### config.mk
export PLATFORM = sky130hd
export DESIGN_NAME = uart_mmio_flat
export DESIGN_NICKNAME = d
export VERILOG_FILES = /design/src/rtl/uart_pkg.sv /design/src/rtl/uart_mmio_if.sv /design/src/rtl/uart_rx.sv /design/src/rtl/uart_mmio.sv /design/src/flat_wrapper.sv
export SDC_FILE = /design/constraint.sdc
export NUM_CORES = 1
export LEC_CHECK = 0
export BUFFER_PORTS_ARGS = -buffer_cell sky130_fd_sc_hd__buf_2
export CAP_MARGIN = 20
export CORE_ASPECT_RATIO = 1.75
export CORE_MARGIN = 5
export CORE_UTILIZATION = 25
export DETAILED_ROUTE_END_ITERATION = 7
export PLACE_DENSITY = 0.46
export RECOVER_POWER = 25
export SYNTH_ARGS = -nofsm -noshare
export SYNTH_HDL_FRONTEND = slang
export SYNTH_SLANG_ARGS = --single-unit
### constraint.sdc
create_clock -name clk -period 2.6 [get_ports clk]
set_input_delay 0.39 -clock clk [delete_from_list [all_inputs] [get_ports clk]]
set_output_delay 0.39 -clock clk [all_outputs]
set_load 0.01 [all_outputs]
### src/rtl/uart_pkg.sv
// Shared definitions for the memory-mapped UART: register offsets and the
// state encoding used by both the TX and RX serial FSMs.
package uart_pkg;

    localparam logic [3:0] UART_TX_READY_OFF = 4'h0;
    localparam logic [3:0] UART_RX_VALID_OFF = 4'h4;
    localparam logic [3:0] UART_TX_DATA_OFF  = 4'h8;
    localparam logic [3:0] UART_RX_DATA_OFF  = 4'hC;

    typedef enum logic [1:0] {
        ST_IDLE  = 2'd0,
        ST_START = 2'd1,
        ST_DATA  = 2'd2,
        ST_STOP  = 2'd3
    } uart_state_t;

endpackage

### src/rtl/uart_mmio_if.sv
// CPU-side strobe/address/data bundle for the UART I/O window.
interface uart_mmio_if;

    logic [3:0]  addr;
    logic        we;
    logic        re;
    logic [7:0]  wr_data;
    logic [31:0] rd_data;

    modport master (output addr, we, re, wr_data, input rd_data);
    modport slave  (input addr, we, re, wr_data, output rd_data);

endinterface

### src/rtl/uart_rx.sv
// Receive path: 2-flop synchronizer plus 8N1 deserializer emitting a byte
// with a one-cycle done pulse.
//   state | meaning
//   IDLE  | line high, waiting for a low sample
//   START | half-bit wait, then confirm start bit (high = glitch)
//   DATA  | sample 8 bits at bit centres, LSB first
//   STOP  | sample stop bit; low = framing error, byte dropped
module uart_rx
    import uart_pkg::*;
#(
    parameter int SYMBOL_EDGE_TIME = 434
) (
    input  logic       clk,
    input  logic       reset,
    input  logic       i_serial,
    output logic [7:0] o_byte,
    output logic       o_done
);

    localparam int CW = $clog2(SYMBOL_EDGE_TIME + 1);
    localparam logic [CW-1:0] L_FULL = CW'(SYMBOL_EDGE_TIME - 1);
    localparam logic [CW-1:0] L_HALF = CW'(SYMBOL_EDGE_TIME / 2 - 1);

    logic        r_sync1, r_sync2;
    uart_state_t r_state;
    logic [CW-1:0] r_cnt;
    logic [2:0]  r_bit;
    logic [7:0]  r_shift;

    always_ff @(posedge clk or negedge reset) begin
        if (!reset) begin
            r_sync1 <= 1'b1;
            r_sync2 <= 1'b1;
            r_state <= ST_IDLE;
            r_cnt   <= '0;
            r_bit   <= '0;
            r_shift <= '0;
            o_byte  <= '0;
            o_done  <= 1'b0;
        end else begin
            r_sync1 <= i_serial;
            r_sync2 <= r_sync1;
            o_done  <= 1'b0;
            case (r_state)
                ST_IDLE: begin
                    if (!r_sync2) begin
                        r_cnt   <= L_HALF;
                        r_state <= ST_START;
                    end
                end
                ST_START: begin
                    if (r_cnt == '0) begin
                        r_cnt   <= L_FULL;
                        r_bit   <= '0;
                        r_state <= r_sync2 ? ST_IDLE : ST_DATA;
                    end else begin
                        r_cnt <= r_cnt - 1'b1;
                    end
                end
                ST_DATA: begin
                    if (r_cnt == '0) begin
                        r_cnt   <= L_FULL;
                        r_shift <= {r_sync2, r_shift[7:1]};
                        r_bit   <= r_bit + 3'd1;
                        if (r_bit == 3'd7)
                            r_state <= ST_STOP;
                    end else begin
                        r_cnt <= r_cnt - 1'b1;
                    end
                end
                ST_STOP: begin
                    if (r_cnt == '0) begin
                        if (r_sync2) begin
                            o_byte <= r_shift;
                            o_done <= 1'b1;
                        end
                        r_state <= ST_IDLE;
                    end else begin
                        r_cnt <= r_cnt - 1'b1;
                    end
                end
                default: r_state <= ST_IDLE;
            endcase
        end
    end

endmodule

### src/rtl/uart_mmio.sv
// Memory-mapped 8N1 UART responder: register decode, TX buffer + serializer,
// RX status/data registers. UART_TX_FIFO_EN swaps the TX holding register for a 4-entry FIFO.
//   state | meaning (TX)
//   IDLE  | line high, load next byte when one is buffered
//   START | start bit
//   DATA  | 8 data bits, LSB first
//   STOP  | stop bit
module uart_mmio
    import uart_pkg::*;
#(
    parameter int CLOCK_FREQ = 50_000_000,
    parameter int BAUD_RATE  = 115_200
) (
    input  logic           clk,
    input  logic           reset,
    uart_mmio_if.slave     bus,
    input  logic           serial_in,
    output logic           serial_out
);

    localparam int SYMBOL_EDGE_TIME = CLOCK_FREQ / BAUD_RATE;
    localparam int CW = $clog2(SYMBOL_EDGE_TIME + 1);
    localparam logic [CW-1:0] L_FULL = CW'(SYMBOL_EDGE_TIME - 1);

    logic        w_wr_hit, w_pop_hit;
    logic        w_tx_ready, w_tx_avail, w_tx_pop;
    logic [7:0]  w_tx_head;
    logic [7:0]  w_rx_byte;
    logic        w_rx_done;

    uart_state_t   r_tx_state;
    logic [CW-1:0] r_tx_cnt;
    logic [2:0]    r_tx_bit;
    logic [7:0]    r_tx_shift;
    logic          r_rx_valid, r_overrun;
    logic [7:0]    r_rx_byte;

    assign w_wr_hit  = bus.we && (bus.addr == UART_TX_DATA_OFF);
    assign w_pop_hit = bus.re && (bus.addr == UART_RX_DATA_OFF) && r_rx_valid;
    assign w_tx_pop  = (r_tx_state == ST_IDLE) && w_tx_avail;

`ifdef UART_TX_FIFO_EN
    logic [7:0] r_fifo [4];
    logic [1:0] r_wp, r_rp;
    logic [2:0] r_fill;
    logic       w_push;

    assign w_tx_ready = (r_fill != 3'd4);
    assign w_tx_avail = (r_fill != 3'd0);
    assign w_tx_head  = r_fifo[r_rp];
    // A full FIFO still accepts a write when the FSM dequeues in the same cycle.
    assign w_push     = w_wr_hit && (w_tx_ready || w_tx_pop);

    always_ff @(posedge clk) begin
        if (w_push)
            r_fifo[r_wp] <= bus.wr_data;
    end

    always_ff @(posedge clk or negedge reset) begin
        if (!reset) begin
            r_wp   <= '0;
            r_rp   <= '0;
            r_fill <= '0;
        end else begin
            if (w_push)   r_wp <= r_wp + 2'd1;
            if (w_tx_pop) r_rp <= r_rp + 2'd1;
            case ({w_push, w_tx_pop})
                2'b10:   r_fill <= r_fill + 3'd1;
                2'b01:   r_fill <= r_fill - 3'd1;
                default: r_fill <= r_fill;
            endcase
        end
    end
`else
    logic [7:0] r_hold;
    logic       r_hold_full;

    assign w_tx_ready = !r_hold_full;
    assign w_tx_avail = r_hold_full;
    assign w_tx_head  = r_hold;

    always_ff @(posedge clk or negedge reset) begin
        if (!reset) begin
            r_hold      <= '0;
            r_hold_full <= 1'b0;
        end else if (w_tx_pop) begin
            r_hold_full <= 1'b0;
        end else if (w_wr_hit && !r_hold_full) begin
            r_hold      <= bus.wr_data;
            r_hold_full <= 1'b1;
        end
    end
`endif

    always_ff @(posedge clk or negedge reset) begin
        if (!reset) begin
            r_tx_state <= ST_IDLE;
            r_tx_cnt   <= '0;
            r_tx_bit   <= '0;
            r_tx_shift <= '0;
            serial_out <= 1'b1;
        end else begin
            case (r_tx_state)
                ST_IDLE: begin
                    if (w_tx_avail) begin
                        r_tx_shift <= w_tx_head;
                        r_tx_cnt   <= L_FULL;
                        serial_out <= 1'b0;
                        r_tx_state <= ST_START;
                    end
                end
                ST_START: begin
                    if (r_tx_cnt == '0) begin
                        r_tx_cnt   <= L_FULL;
                        r_tx_bit   <= '0;
                        serial_out <= r_tx_shift[0];
                        r_tx_state <= ST_DATA;
                    end else begin
                        r_tx_cnt <= r_tx_cnt - 1'b1;
                    end
                end
                ST_DATA: begin
                    if (r_tx_cnt == '0) begin
                        r_tx_cnt <= L_FULL;
                        if (r_tx_bit == 3'd7) begin
                            serial_out <= 1'b1;
                            r_tx_state <= ST_STOP;
                        end else begin
                            r_tx_bit   <= r_tx_bit + 3'd1;
                            r_tx_shift <= r_tx_shift >> 1;
                            serial_out <= r_tx_shift[1];
                        end
                    end else begin
                        r_tx_cnt <= r_tx_cnt - 1'b1;
                    end
                end
                ST_STOP: begin
                    if (r_tx_cnt == '0)
                        r_tx_state <= ST_IDLE;
                    else
                        r_tx_cnt <= r_tx_cnt - 1'b1;
                end
                default: r_tx_state <= ST_IDLE;
            endcase
        end
    end

    uart_rx #(.SYMBOL_EDGE_TIME(SYMBOL_EDGE_TIME)) u_rx (
        .clk      (clk),
        .reset    (reset),
        .i_serial (serial_in),
        .o_byte   (w_rx_byte),
        .o_done   (w_rx_done)
    );

    // A pop coinciding with a completion frees the register first, so the new byte lands.
    always_ff @(posedge clk or negedge reset) begin
        if (!reset) begin
            r_rx_valid <= 1'b0;
            r_overrun  <= 1'b0;
            r_rx_byte  <= '0;
        end else if (w_rx_done && (!r_rx_valid || w_pop_hit)) begin
            r_rx_byte  <= w_rx_byte;
            r_rx_valid <= 1'b1;
            r_overrun  <= 1'b0;
        end else if (w_rx_done) begin
            r_overrun  <= 1'b1;
        end else if (w_pop_hit) begin
            r_rx_valid <= 1'b0;
            r_overrun  <= 1'b0;
        end
    end

    always_comb begin
        bus.rd_data = '0;
        case (bus.addr)
            UART_TX_READY_OFF: bus.rd_data = {31'b0, w_tx_ready};
            UART_RX_VALID_OFF: bus.rd_data = {30'b0, r_overrun, r_rx_valid};
            UART_RX_DATA_OFF:  bus.rd_data = {24'b0, r_rx_byte};
            default:           bus.rd_data = '0;
        endcase
    end

endmodule

### src/flat_wrapper.sv
// flat-port wrapper written by rule: the top's interface ports become plain ports
module uart_mmio_flat import uart_pkg::*;
#(
    parameter int CLOCK_FREQ = 50_000_000,
    parameter int BAUD_RATE  = 115_200
)
  (clk, reset, serial_in, serial_out, bus_addr, bus_we, bus_re, bus_wr_data, bus_rd_data);
  uart_mmio_if bus_i ();
  input  logic clk;
  input  logic reset;
  input  logic serial_in;
  output logic serial_out;
  input wire logic [$bits(bus_i.addr)-1:0] bus_addr;
  input wire logic [$bits(bus_i.we)-1:0] bus_we;
  input wire logic [$bits(bus_i.re)-1:0] bus_re;
  input wire logic [$bits(bus_i.wr_data)-1:0] bus_wr_data;
  output wire logic [$bits(bus_i.rd_data)-1:0] bus_rd_data;
  assign bus_i.addr = bus_addr;
  assign bus_i.we = bus_we;
  assign bus_i.re = bus_re;
  assign bus_i.wr_data = bus_wr_data;
  assign bus_rd_data = bus_i.rd_data;
  uart_mmio #(.CLOCK_FREQ(CLOCK_FREQ), .BAUD_RATE(BAUD_RATE)) u_core (.clk(clk), .reset(reset), .bus(bus_i), .serial_in(serial_in), .serial_out(serial_out));
endmodule
==> run_results.csv <==
group,metric,value,unit
status,outcome,"completed",
cells_and_area,final_util,0.2934,
setup_path,cp_data_required_time,2210,ps
clock_network,postCtsSetupRepairBufs,0,
pwr,powerDensity,556.1,nW/um^2
synth,syn_area,4160,sq um
cells_and_area,antenna_cells,0,
place,place.port_buffers,25,
global_route,track_usage,0.1083,
clock_network,cts_buffer_depth,2,
route,topRoutingLayerUsed,"met5",
synth,synth-edff-count,0,
synth,synth_ff_type,"dfrtp_1",
die,die-height,180.7,microns
sta,final-setup-viol-count,0,
hold_path,hp-class,"input pin to flip-flop",
sta,fin_setup_tns,0,ps
route,drc,0,
clock_network,htree_num_levels,3,
route,met3_length,435,microns
die,initial_core_util,0.2542,
route,wire_per_inst,15.45,microns
global_route,grt_overflow_total,0,
setup_path,crit_slowest_cell,"dfrtp_1",
sta,clock.fmax,0.4687,GHz
clock_network,clkTransAtPathRegs,60,ps
synth,yosysWarnings,0,
setup_path,r2r-start,"u_core.r_tx_state[0]",
die,ios,50,
setup_path,start_kind,"flip-flop",
setup_path,worstPathArrival,1740,ps
setup_path,critical-path-max-stage-delay,680,ps
synth,synth_seq_cells,75,
cells_and_area,layout.nets,458,
clock_network,clock-sinks,75,
route,drt_first_pass_iters,4,
setup_path,path_class,"flip-flop to primary output",
setup_path,worstPathCellList,"inv_1, mux2i_1, o21ai_0, and2_1, buf_2",
cells_and_area,final_common_cell,"dfrtp_1",
route,dr_wl_met2,5.303,mm
synth,async_flop_share,1.000,
sta,tightest_slew,957.9,ps
sta,fin_crit_sh,0.8206,
route,ant_nets,0,
die,core,16370,sq um
setup_path,end_kind,"primary output",
cells_and_area,drive_above_1_share,0.2274,
synth,ys_types,60,
clock_network,postCtsResizedCells,0,
sta,hold_viol,0,
sta,rsz0062_at_grt,"false",
synth,syn_inst,395,
die,dieWidth,107.5,microns
cells_and_area,final_cell_mix,"72 x dfrtp_1, 33 x mux2_2, 24 x nor2_1, 24 x conb_1, 24 x buf_2",
global_route,grt_max_degree,68,
die,fp.dieArea,19420,sq um
clock_network,cts_tree,"built",
sta,slew_headroom,0.3614,
sta,maxSlewViolCount,0,
clock_network,clkLatencyLatePin,340,ps
setup_path,critPathMaxFanout,13,
clock_network,ctsHoldBuffers,1,
sta,skew,10.92,ps
route,m1WireLength,4.133,mm
flow_run,max_cap_viol_count,0,
pwr,vdd_drop_max,0.0002711,V
clock_network,cts_root_buf,"clkbuf_16",
route,via_per_inst,4.797,
pwr,p_leak,2.232,nW
die,rows,62,
route,dr_total_vias,3142,
synth,ys_seq_area_frac,0.4520,
hold_path,hp-start,"serial_in",
cells_and_area,syn2layout_area_growth,15.43,%
place,hpwl,7.333,mm
clock_network,cts_made_buffers,9,
route,drt_wl_total,10.12,mm
global_route,grt_pass1_wl,16.88,mm
global_route,grt_pass1_vias,3277,
route,drt-initial-drc-count,164,
place,place.gp.congestion,0.7839,
sta,period_needed,2133,ps
global_route,antenna_found_initial,2,
setup_path,cp-startpoint,"u_core.r_hold_full",
synth,syn_area_per_cell,10.53,sq um
==> through the flow <==
stage / area [sq um] / setup slack (ps) / power (mW) / std cells / hold WS [ps]
2_1_floorplan: 4247 / 729.0 / 1.379 / 418 / 94.41
3_3_place_gp: 4503 / 552.8 / 1.428 / 638 / 232.1
6_report: 4802 / 466.5 / 2.670 / 655 / 159.9
3_5_place_dp: 4503 / 493.6 / 1.432 / 638 / 233.4
4_1_cts: 4818 / 464.6 / 2.724 / 655 / 143.9
5_1_grt: 4802 / 316.0 / 2.781 / 655 / 145.0
==> cell usage after synthesis, types with 2 or more instances <==
library cell,count,area (sq um)
a21oi_1,19,95.09
nand3_1,8,40.04
nor3_1,12,60.06
buf_4,24,180.2
nand4_1,4,25.02
nand2b_1,4,25.02
nor4b_4,2,47.55
a211oi_1,2,15.01
o21a_1,2,15.01
o2bb2ai_1,4,35.03
nor2_1,24,90.09
a311oi_1,3,26.28
o21ai_0,20,100.1
or4_1,3,22.52
o22ai_1,8,50.05
dfrtp_1,72,1802
a31o_2,2,17.52
mux2i_1,6,60.06
a221oi_1,7,61.31
and2_1,9,56.30
nor3b_1,2,15.01
a31oi_1,7,43.79
a211o_1,2,17.52
o22a_1,5,43.79
clkbuf_1,11,41.29
buf_2,5,25.02
nor4_1,4,25.02
dfstp_2,3,78.83
inv_1,14,52.55
nor2b_1,3,18.77
a32o_1,2,20.02
a22o_1,3,26.28
or3_1,3,18.77
mux2_2,33,371.6
ha_1,15,187.7
a21o_1,10,75.07
o31a_1,2,17.52
nand2_1,14,52.55
==> critical path: cells and delay by family (launching register included) <==
| kind | cells | cell delay (ps) |
|---|---|---|
| mux | 1 | 150 |
| buf+inv | 2 | 300 |
| compound gates | 1 | 100 |
| simple gates | 1 | 180 |
| flops | 1 | 680 |
==> cells by family after synthesis <==
logic type	Yosys count	synth area share
AOI/OAI and AO/OA	110	0.1856
other	1	0.0009014
DFF	75	0.4520
and+or+nand+nor	99	0.1371
adders and majority gates	15	0.04511
muxes	39	0.1038
buffers and inverters	56	0.07549
==> state kept, by name, indices dropped and copies added, names as in the netlist, named ones only <==
signal               cells
u_core.r_tx_cnt          9
u_core.u_rx.r_cnt        9
u_core.r_hold            8
u_core.r_rx_byte         8
u_core.r_tx_shift        8
u_core.u_rx.o_byte       8
u_core.u_rx.r_shift      8
u_core.r_tx_bit          3
u_core.u_rx.r_bit        3
u_core.r_tx_state        2
u_core.r_hold_full       1
u_core.r_overrun         1
u_core.r_rx_valid        1
u_core.serial_out        1
u_core.u_rx.o_done       1
u_core.u_rx.r_state      1
u_core.u_rx.r_sync1      1
u_core.u_rx.r_sync2      1
==> final timing paths <==
check / endpoint / slack [ps] / cells past startpoint
max: bus_rd_data[0] / 470 / 5
min: u_core.u_rx.r_sync1 / 160 / 1
max reg2reg: u_core.r_tx_shift[2] / 510 / 6
min reg2reg: u_core.u_rx.r_sync2 / 350 / 0
max in group asynchronous: u_core.r_tx_cnt[1] / 670 / 3
min in group asynchronous: u_core.r_rx_byte[6] / 540 / 2
==> per-layer routing <==
metal / vias to the layer above / track usage
met5: - / 0
met4: 4 / 0.04601
met3: 19 / 0.02653
met2: 62 / 0.1859
met1: 1574 / 0.1263
li1: 1483 / -
==> cell type report <==
type                       instances  area [sq um]
fill                            1724         11570
multi-input combinational        287          2052
sequential                        75          1881
tap                              224         280.3
clock buffer                      11         242.7
timing repair buffer              39         231.5
clock inverter                     5         62.56
inverter                          14         52.55
==> where the power goes <==
| part | internal, mW | switching (mW) | leakage [nW] | total [mW] |
|---|---|---|---|---|
| sequential | 1.21 | 0.0425 | 0.978 | 1.25 |
| clock | 0.773 | 0.493 | 0.142 | 1.27 |
| combinational | 0.0642 | 0.0897 | 1.11 | 0.154 |
| total | 2.05 | 0.625 | 2.23 | 2.67 |
(Power assumes the default switching activity.)
